## config.mk

```make
export PLATFORM = sky130hd
export DESIGN_NAME = regfile_dump_reader_flat
export DESIGN_NICKNAME = d
export VERILOG_FILES = /design/src/rtl/regfile_dump_reader_if.sv /design/src/rtl/regfile_dump_reader.sv /design/src/flat_wrapper.sv
export SDC_FILE = /design/constraint.sdc
export NUM_CORES = 1
export LEC_CHECK = 0
export BUFFER_PORTS_ARGS = -buffer_cell sky130_fd_sc_hd__buf_2
export CAP_MARGIN = 30
export CORE_MARGIN = 3
export CORE_UTILIZATION = 47
export CTS_CLUSTER_DIAMETER = 30
export DETAILED_ROUTE_END_ITERATION = 6
export MAX_ROUTING_LAYER = met4
export PLACE_DENSITY = 0.78
export SLEW_MARGIN = 20
export SYNTH_ARGS = -nofsm -noshare
export SYNTH_HDL_FRONTEND = slang
export SYNTH_SLANG_ARGS = --single-unit
```

## constraint.sdc

```tcl
create_clock -name CLK -period 2 [get_ports CLK]
set_input_delay 0.4 -clock CLK [delete_from_list [all_inputs] [get_ports CLK]]
set_output_delay 0.4 -clock CLK [all_outputs]
set_load 0.01 [all_outputs]
```

## src/rtl/regfile_dump_reader_if.sv

```systemverilog
// ---------------------------------------------------------------------------
// regfile_dump_reader_if
// Streaming handshake bundle carrying register-dump words from the dump
// reader (master) to its consumer (slave).
//   dump_valid : word on dump_data/dump_index is valid (master -> slave)
//   dump_ready : consumer accepts the word on valid && ready at posedge
//   dump_data  : captured register value
//   dump_index : register number of dump_data
// ---------------------------------------------------------------------------
interface regfile_dump_reader_if #(
  parameter int unsigned ADDR_W = 5,
  parameter int unsigned DATA_W = 32
);

  logic              dump_valid;
  logic              dump_ready;
  logic [DATA_W-1:0] dump_data;
  logic [ADDR_W-1:0] dump_index;

  modport master (
    output dump_valid,
    output dump_data,
    output dump_index,
    input  dump_ready
  );

  modport slave (
    input  dump_valid,
    input  dump_data,
    input  dump_index,
    output dump_ready
  );

endinterface

```

## src/rtl/regfile_dump_reader.sv

```systemverilog
// ---------------------------------------------------------------------------
// regfile_dump_reader
// Debug readback engine: walks the register file x0..x(NUM_REGS-1) through a
// spare combinational read port and streams each value out over a
// valid/ready handshake. One word every two cycles when the consumer never
// stalls; the dump is not an atomic snapshot (each register is sampled at
// the end of its own READ cycle).
//
// Ports:
//   CLK        : clock, all state updates on posedge
//   rst        : synchronous active-high reset
//   start      : one-cycle dump request, ignored while busy
//   busy       : dump in progress (cycle after start accepted .. FIN)
//   done       : one-cycle pulse after the last word is accepted
//   rf_addr    : read address to the register file read port
//   rf_data    : combinational read data for rf_addr
//   dump       : master side of the dump stream (valid/ready/data/index)
//   dump_csum  : running rotate-XOR checksum of accepted words
//                (present only when REGDUMP_CHECKSUM_EN is defined)
//
// Optional feature macro: REGDUMP_CHECKSUM_EN
// ---------------------------------------------------------------------------
module regfile_dump_reader #(
  parameter int unsigned NUM_REGS = 32,
  parameter int unsigned ADDR_W   = 5,
  parameter int unsigned DATA_W   = 32
) (
  input  logic                  CLK,
  input  logic                  rst,
  input  logic                  start,
  output logic                  busy,
  output logic                  done,
  output logic [ADDR_W-1:0]     rf_addr,
  input  logic [DATA_W-1:0]     rf_data,
  regfile_dump_reader_if.master dump
`ifdef REGDUMP_CHECKSUM_EN
  ,
  output logic [DATA_W-1:0]     dump_csum
`endif
);

  localparam logic [ADDR_W-1:0] LAST_IDX = ADDR_W'(NUM_REGS - 1);

  typedef enum logic [1:0] {
    IDLE = 2'd0,
    READ = 2'd1,
    SEND = 2'd2,
    FIN  = 2'd3
  } state_e;

  state_e            state_q,   state_d;
  logic [ADDR_W-1:0] index_q,   index_d;
  logic [ADDR_W-1:0] rf_addr_q, rf_addr_d;
  logic [DATA_W-1:0] data_q,    data_d;
  logic [ADDR_W-1:0] didx_q,    didx_d;
  logic              valid_q,   valid_d;
  logic              busy_q,    busy_d;
  logic              done_q,    done_d;
`ifdef REGDUMP_CHECKSUM_EN
  logic [DATA_W-1:0] csum_q,    csum_d;
`endif

  // State and output registers
  always_ff @(posedge CLK) begin
    if (rst) begin
      state_q   <= IDLE;
      index_q   <= '0;
      rf_addr_q <= '0;
      data_q    <= '0;
      didx_q    <= '0;
      valid_q   <= 1'b0;
      busy_q    <= 1'b0;
      done_q    <= 1'b0;
`ifdef REGDUMP_CHECKSUM_EN
      csum_q    <= '0;
`endif
    end else begin
      state_q   <= state_d;
      index_q   <= index_d;
      rf_addr_q <= rf_addr_d;
      data_q    <= data_d;
      didx_q    <= didx_d;
      valid_q   <= valid_d;
      busy_q    <= busy_d;
      done_q    <= done_d;
`ifdef REGDUMP_CHECKSUM_EN
      csum_q    <= csum_d;
`endif
    end
  end

  // Next-state and output logic
  always_comb begin
    state_d   = state_q;
    index_d   = index_q;
    rf_addr_d = '0;
    data_d    = data_q;
    didx_d    = didx_q;
    valid_d   = valid_q;
    busy_d    = busy_q;
    done_d    = 1'b0;
`ifdef REGDUMP_CHECKSUM_EN
    csum_d    = csum_q;
`endif

    unique case (state_q)
      IDLE: begin
        if (start) begin
          index_d = '0;
          busy_d  = 1'b1;
          state_d = READ;
`ifdef REGDUMP_CHECKSUM_EN
          csum_d  = '0;
`endif
        end
      end

      // rf_addr already holds index_q, so rf_data is the value to capture
      READ: begin
        data_d  = rf_data;
        didx_d  = index_q;
        valid_d = 1'b1;
        state_d = SEND;
      end

      SEND: begin
        if (dump.dump_ready) begin
          valid_d = 1'b0;
`ifdef REGDUMP_CHECKSUM_EN
          csum_d  = {csum_q[DATA_W-2:0], csum_q[DATA_W-1]} ^ data_q;
`endif
          if (index_q == LAST_IDX) begin
            done_d  = 1'b1;
            state_d = FIN;
          end else begin
            index_d   = index_q + ADDR_W'(1);
            rf_addr_d = index_q + ADDR_W'(1);
            state_d   = READ;
          end
        end
      end

      // done is high for this single cycle; busy drops on the next
      FIN: begin
        busy_d  = 1'b0;
        state_d = IDLE;
      end

      default: begin
        state_d = IDLE;
      end
    endcase
  end

  assign busy            = busy_q;
  assign done            = done_q;
  assign rf_addr         = rf_addr_q;
  assign dump.dump_valid = valid_q;
  assign dump.dump_data  = data_q;
  assign dump.dump_index = didx_q;
`ifdef REGDUMP_CHECKSUM_EN
  assign dump_csum       = csum_q;
`endif

endmodule

```

## src/flat_wrapper.sv

```systemverilog
// flat-port wrapper written by rule: the top's interface ports become plain ports
module regfile_dump_reader_flat 
#(
  parameter int unsigned NUM_REGS = 32,
  parameter int unsigned ADDR_W   = 5,
  parameter int unsigned DATA_W   = 32
)
  (CLK, rst, start, busy, done, rf_addr, rf_data, dump_dump_valid, dump_dump_data, dump_dump_index, dump_dump_ready);
  regfile_dump_reader_if #(.ADDR_W(ADDR_W), .DATA_W(DATA_W)) dump_i ();
  input  logic CLK;
  input  logic rst;
  input  logic start;
  output logic busy;
  output logic done;
  output logic [ADDR_W-1:0] rf_addr;
  input  logic [DATA_W-1:0] rf_data;
  output wire logic [$bits(dump_i.dump_valid)-1:0] dump_dump_valid;
  output wire logic [$bits(dump_i.dump_data)-1:0] dump_dump_data;
  output wire logic [$bits(dump_i.dump_index)-1:0] dump_dump_index;
  input wire logic [$bits(dump_i.dump_ready)-1:0] dump_dump_ready;
  assign dump_dump_valid = dump_i.dump_valid;
  assign dump_dump_data = dump_i.dump_data;
  assign dump_dump_index = dump_i.dump_index;
  assign dump_i.dump_ready = dump_dump_ready;
  regfile_dump_reader #(.NUM_REGS(NUM_REGS), .ADDR_W(ADDR_W), .DATA_W(DATA_W)) u_core (.CLK(CLK), .rst(rst), .start(start), .busy(busy), .done(done), .rf_addr(rf_addr), .rf_data(rf_data), .dump(dump_i));
endmodule
```

==> results.cfg <==
[drt]
drcViolationCount = 0
routed_wl_mm = 3.951
drt-initial-drc-count = 61
drt_pre_antenna_iters = 4
via_per_inst = 4.807
ant_nets = 0
route.detailed.wl_per_inst_um = 11.35
vias = 1673

[clock_tree]
cts.path.max_buffers = 2
post_cts_buffers = 0
clkTransAtPathRegs_ns = 0.09
htreeDepth = 2
clock-sinks = 52
cts_buffers = 5
cts_tree = done
insertion_delay_ns = 0.29
clockRootBuffer = clkbuf_8
cts_resized = 0
holdBufCountCts = 0

[pwr]
ir_drop_mv = 0.4270
comb_power_share_pct = 11.4
power.density_nw_per_um2 = 792.4
switchingPower_w = 0.0004579
p_int_w = 0.001455
p_clk_share_pct = 31.0
swShare_pct = 23.94
leakagePower_nw = 1.119
pwr-share-seq_pct = 57.7

[critical_path]
reg2reg_to = u_core.index_q[4]
cp_max_fo = 5
critPathMaxStageDelay_ns = 0.36
critPathCaptureType = flip-flop
reg2reg_slack_ns = 0.24
crit_chain = ha_1 -> and3_1 -> ha_1 -> nand4bb_1 -> nor3b_1 -> a21o_1
r2r_start = u_core.index_q[0]
worstSetupStartpointType = flip-flop
cp_slowest_cell = dfxtp_1
r2r_cells = 6
crit_arrival_ns = 1.96
cp_common_cell = ha_1
required_ns = 2.20
worstSetupPathType = flip-flop to flip-flop

[layout]
area_delta_synth_final_pct = 23.65
final_util_pct = 63.08
final_area_um2 = 2414
nets = 337
seq_area_um2 = 1041
fillers = 349
drive_gt1_share_pct = 32.33
n_antenna_cell = 0
multi_input_area_um2 = 777.0

[worst_hold_path]
holdPathStages = 3
min_path_type = input port to flip-flop
min_to = u_core.dump.dump_data[6]
min_from = rf_data[6]

[logic_synthesis]
synth-adder-area-share_pct = 1.282
ys_types = 29
muxShareOfSynthArea_pct = 1.026
synth_top_family_by_area = simple AND/OR/NAND/NOR gates
synthXorXnorAreaFrac_pct = 0.4487
yosys_warnings = 0
yosys.area_share.simple_pct = 23.46
synth_cells = 222
netlist_area_um2 = 1952
synth_compound_area_share_pct = 13.59
syn-num-nets = 260
yosysSeqAreaShare_pct = 53.33
yosys_register_bits = 52
syn_area_per_cell_um2 = 8.792

[floorplan]
die_x_um = 70.45
coreArea_um2 = 3826
num_rows = 22
num_io_pins = 81
die_h_um = 70.45
initial_utilization_pct = 51.01
design.die.area_um2 = 4963

[timing]
fin_crit_sh_pct = 88.14
holdWs_ns = 0.3349
rsz0062_at_grt = false
setup_viol = 0
period_minus_slack_ns = 1.763
clock-skew-final_ns = 0.003950
slew_violations = 0
max_freq_mhz = 567.3
tightest_slew_ns = 0.3987
max_slew_margin_pct = 73.39
setup_tns_ns = 0
finalHoldViolCount = 0

[grt]
grt_usage_pct = 16.69
grt_first_pass_wirelength_mm = 6.644
grt_pass1_vias = 1542
antenna_found_initial = 0
grt_max_degree = 34
overflow = 0

[place]
hpwl_mm = 2.844
portBuffers = 80
gp_congestion = 0.7831
placed_cell_area_um2 = 2323

[outcome]
status = finished, final reports clean

[run]
maxCapViolCount = 0
cell families after synthesis:
family,count (synthesis)
AO/OA/AOI/OAI,48
adder cells (fa/ha/maj),2
flip-flops,52
multiplexers,2
AND/OR/NAND/NOR,100
buffers and inverters,17
XOR/XNOR,1
cells in the final DEF (no fill, tap or decap):
cell type	count
nor3b_1	2
clkbuf_8	6
nand2_1	77
a21o_1	2
and3_1	5
inv_1	2
a21oi_2	3
nand3b_1	1
nor3_1	1
ha_1	2
mux2i_1	2
nor2b_4	1
o21ai_0	1
nor3b_4	1
nor2b_1	2
nor2_1	4
nand2b_1	2
buf_2	80
nand2b_2	1
a21oi_1	38
buf_4	5
o32ai_1	1
or3b_1	2
a211oi_1	1
nand4bb_1	1
xnor2_1	1
clkbuf_1	2
dfxtp_1	52
a31oi_1	2
worst max path at each step:
stage | startpoint | to | slack [ns] | depth (start not counted)
final | u_core.index_q[0] | u_core.index_q[4] | 0.24 | 6
after detailed placement | u_core.index_q[0] | u_core.index_q[4] | 0.26 | 6
after floorplan | u_core.index_q[0] | u_core.index_q[1] | 0.41 | 6
after global routing | u_core.index_q[0] | u_core.index_q[1] | 0.13 | 6
after global placement | u_core.index_q[0] | u_core.index_q[4] | 0.31 | 6
after CTS | u_core.index_q[0] | u_core.index_q[4] | 0.23 | 6
worst max-delay path: cells and delay by family (launching register included):
| kind | cells | cell delay [ns] |
|---|---|---|
| adders and majority gates | 2 | 0.48 |
| AOI/OAI and AO/OA | 1 | 0.18 |
| and+or+nand+nor | 3 | 0.65 |
| DFF | 1 | 0.36 |
synth_stat cells:
cell        n  area share, %
a21oi_1    38            9.7
buf_1       2           0.38
nor2b_4     1           0.70
a31oi_1     2           0.64
nand2b_1    2           0.64
nand4bb_1   1           0.58
xnor2_1     1           0.45
ha_1        2            1.3
nor3b_4     1           0.96
nor2_1      4           0.77
a21o_1      2           0.77
nand2b_2    1           0.45
nand3b_1    1           0.38
inv_1       2           0.38
nor2b_1     2           0.64
clkbuf_1    2           0.38
buf_6       9            5.2
nor3b_1     2           0.77
dfxtp_1    52             53
a21oi_2     3            1.3
nor3_1      1           0.26
or3b_1      2           0.90
buf_2       2           0.51
o32ai_1     1           0.45
nand2_1    77             15
a211oi_1    1           0.38
mux2i_1     2            1.0
o21ai_0     1           0.26
and3_1      5            1.6
routing by layer:
metal  GRT usage [%]  routed length (µm)
met1           20.16                1788
met2           26.82                1875
met3           4.029                 240
met4           6.383                  47
met5               -                   0
flip-flops by register name, summed over array words and instances, names as in the netlist:
register and count:
u_core.dump.dump_valid 1, u_core.busy 1, u_core.dump.dump_data 32, u_core.rf_addr 5, u_core.done 1, u_core.state_q 2, u_core.dump.dump_index 5, u_core.index_q 5
layout make-up:
cell class	count	share of cell area [%]
timing repair buffer	85	18.14
sequential	52	43.13
multi-input combinational	153	32.19
clock buffer	8	3.733
inverter	2	0.3110
tap	48	2.488
power groups by stage:
| stage | sequential [W] | combinational (W) | clock, W |
|---|---|---|---|
| detailed placement | 0.00113 | 0.000221 | 0 |
| CTS | 0.00110 | 0.000222 | 0.000616 |
| floorplan | 0.00114 | 0.000134 | 0 |
| finish | 0.00110 | 0.000218 | 0.000592 |
| global route | 0.00111 | 0.000246 | 0.000650 |
| global placement | 0.00113 | 0.000219 | 0 |
through the flow:
step	total power, W	std cells	worst slack (ns)
finish	0.001912	348	0.2372
detailed placement	0.001348	340	0.2640
global route	0.002006	348	0.1325
floorplan	0.001273	222	0.4105
global placement	0.001345	340	0.3122
CTS	0.001942	348	0.2291
No activity file was read; power rests on OpenSTA's default activity.
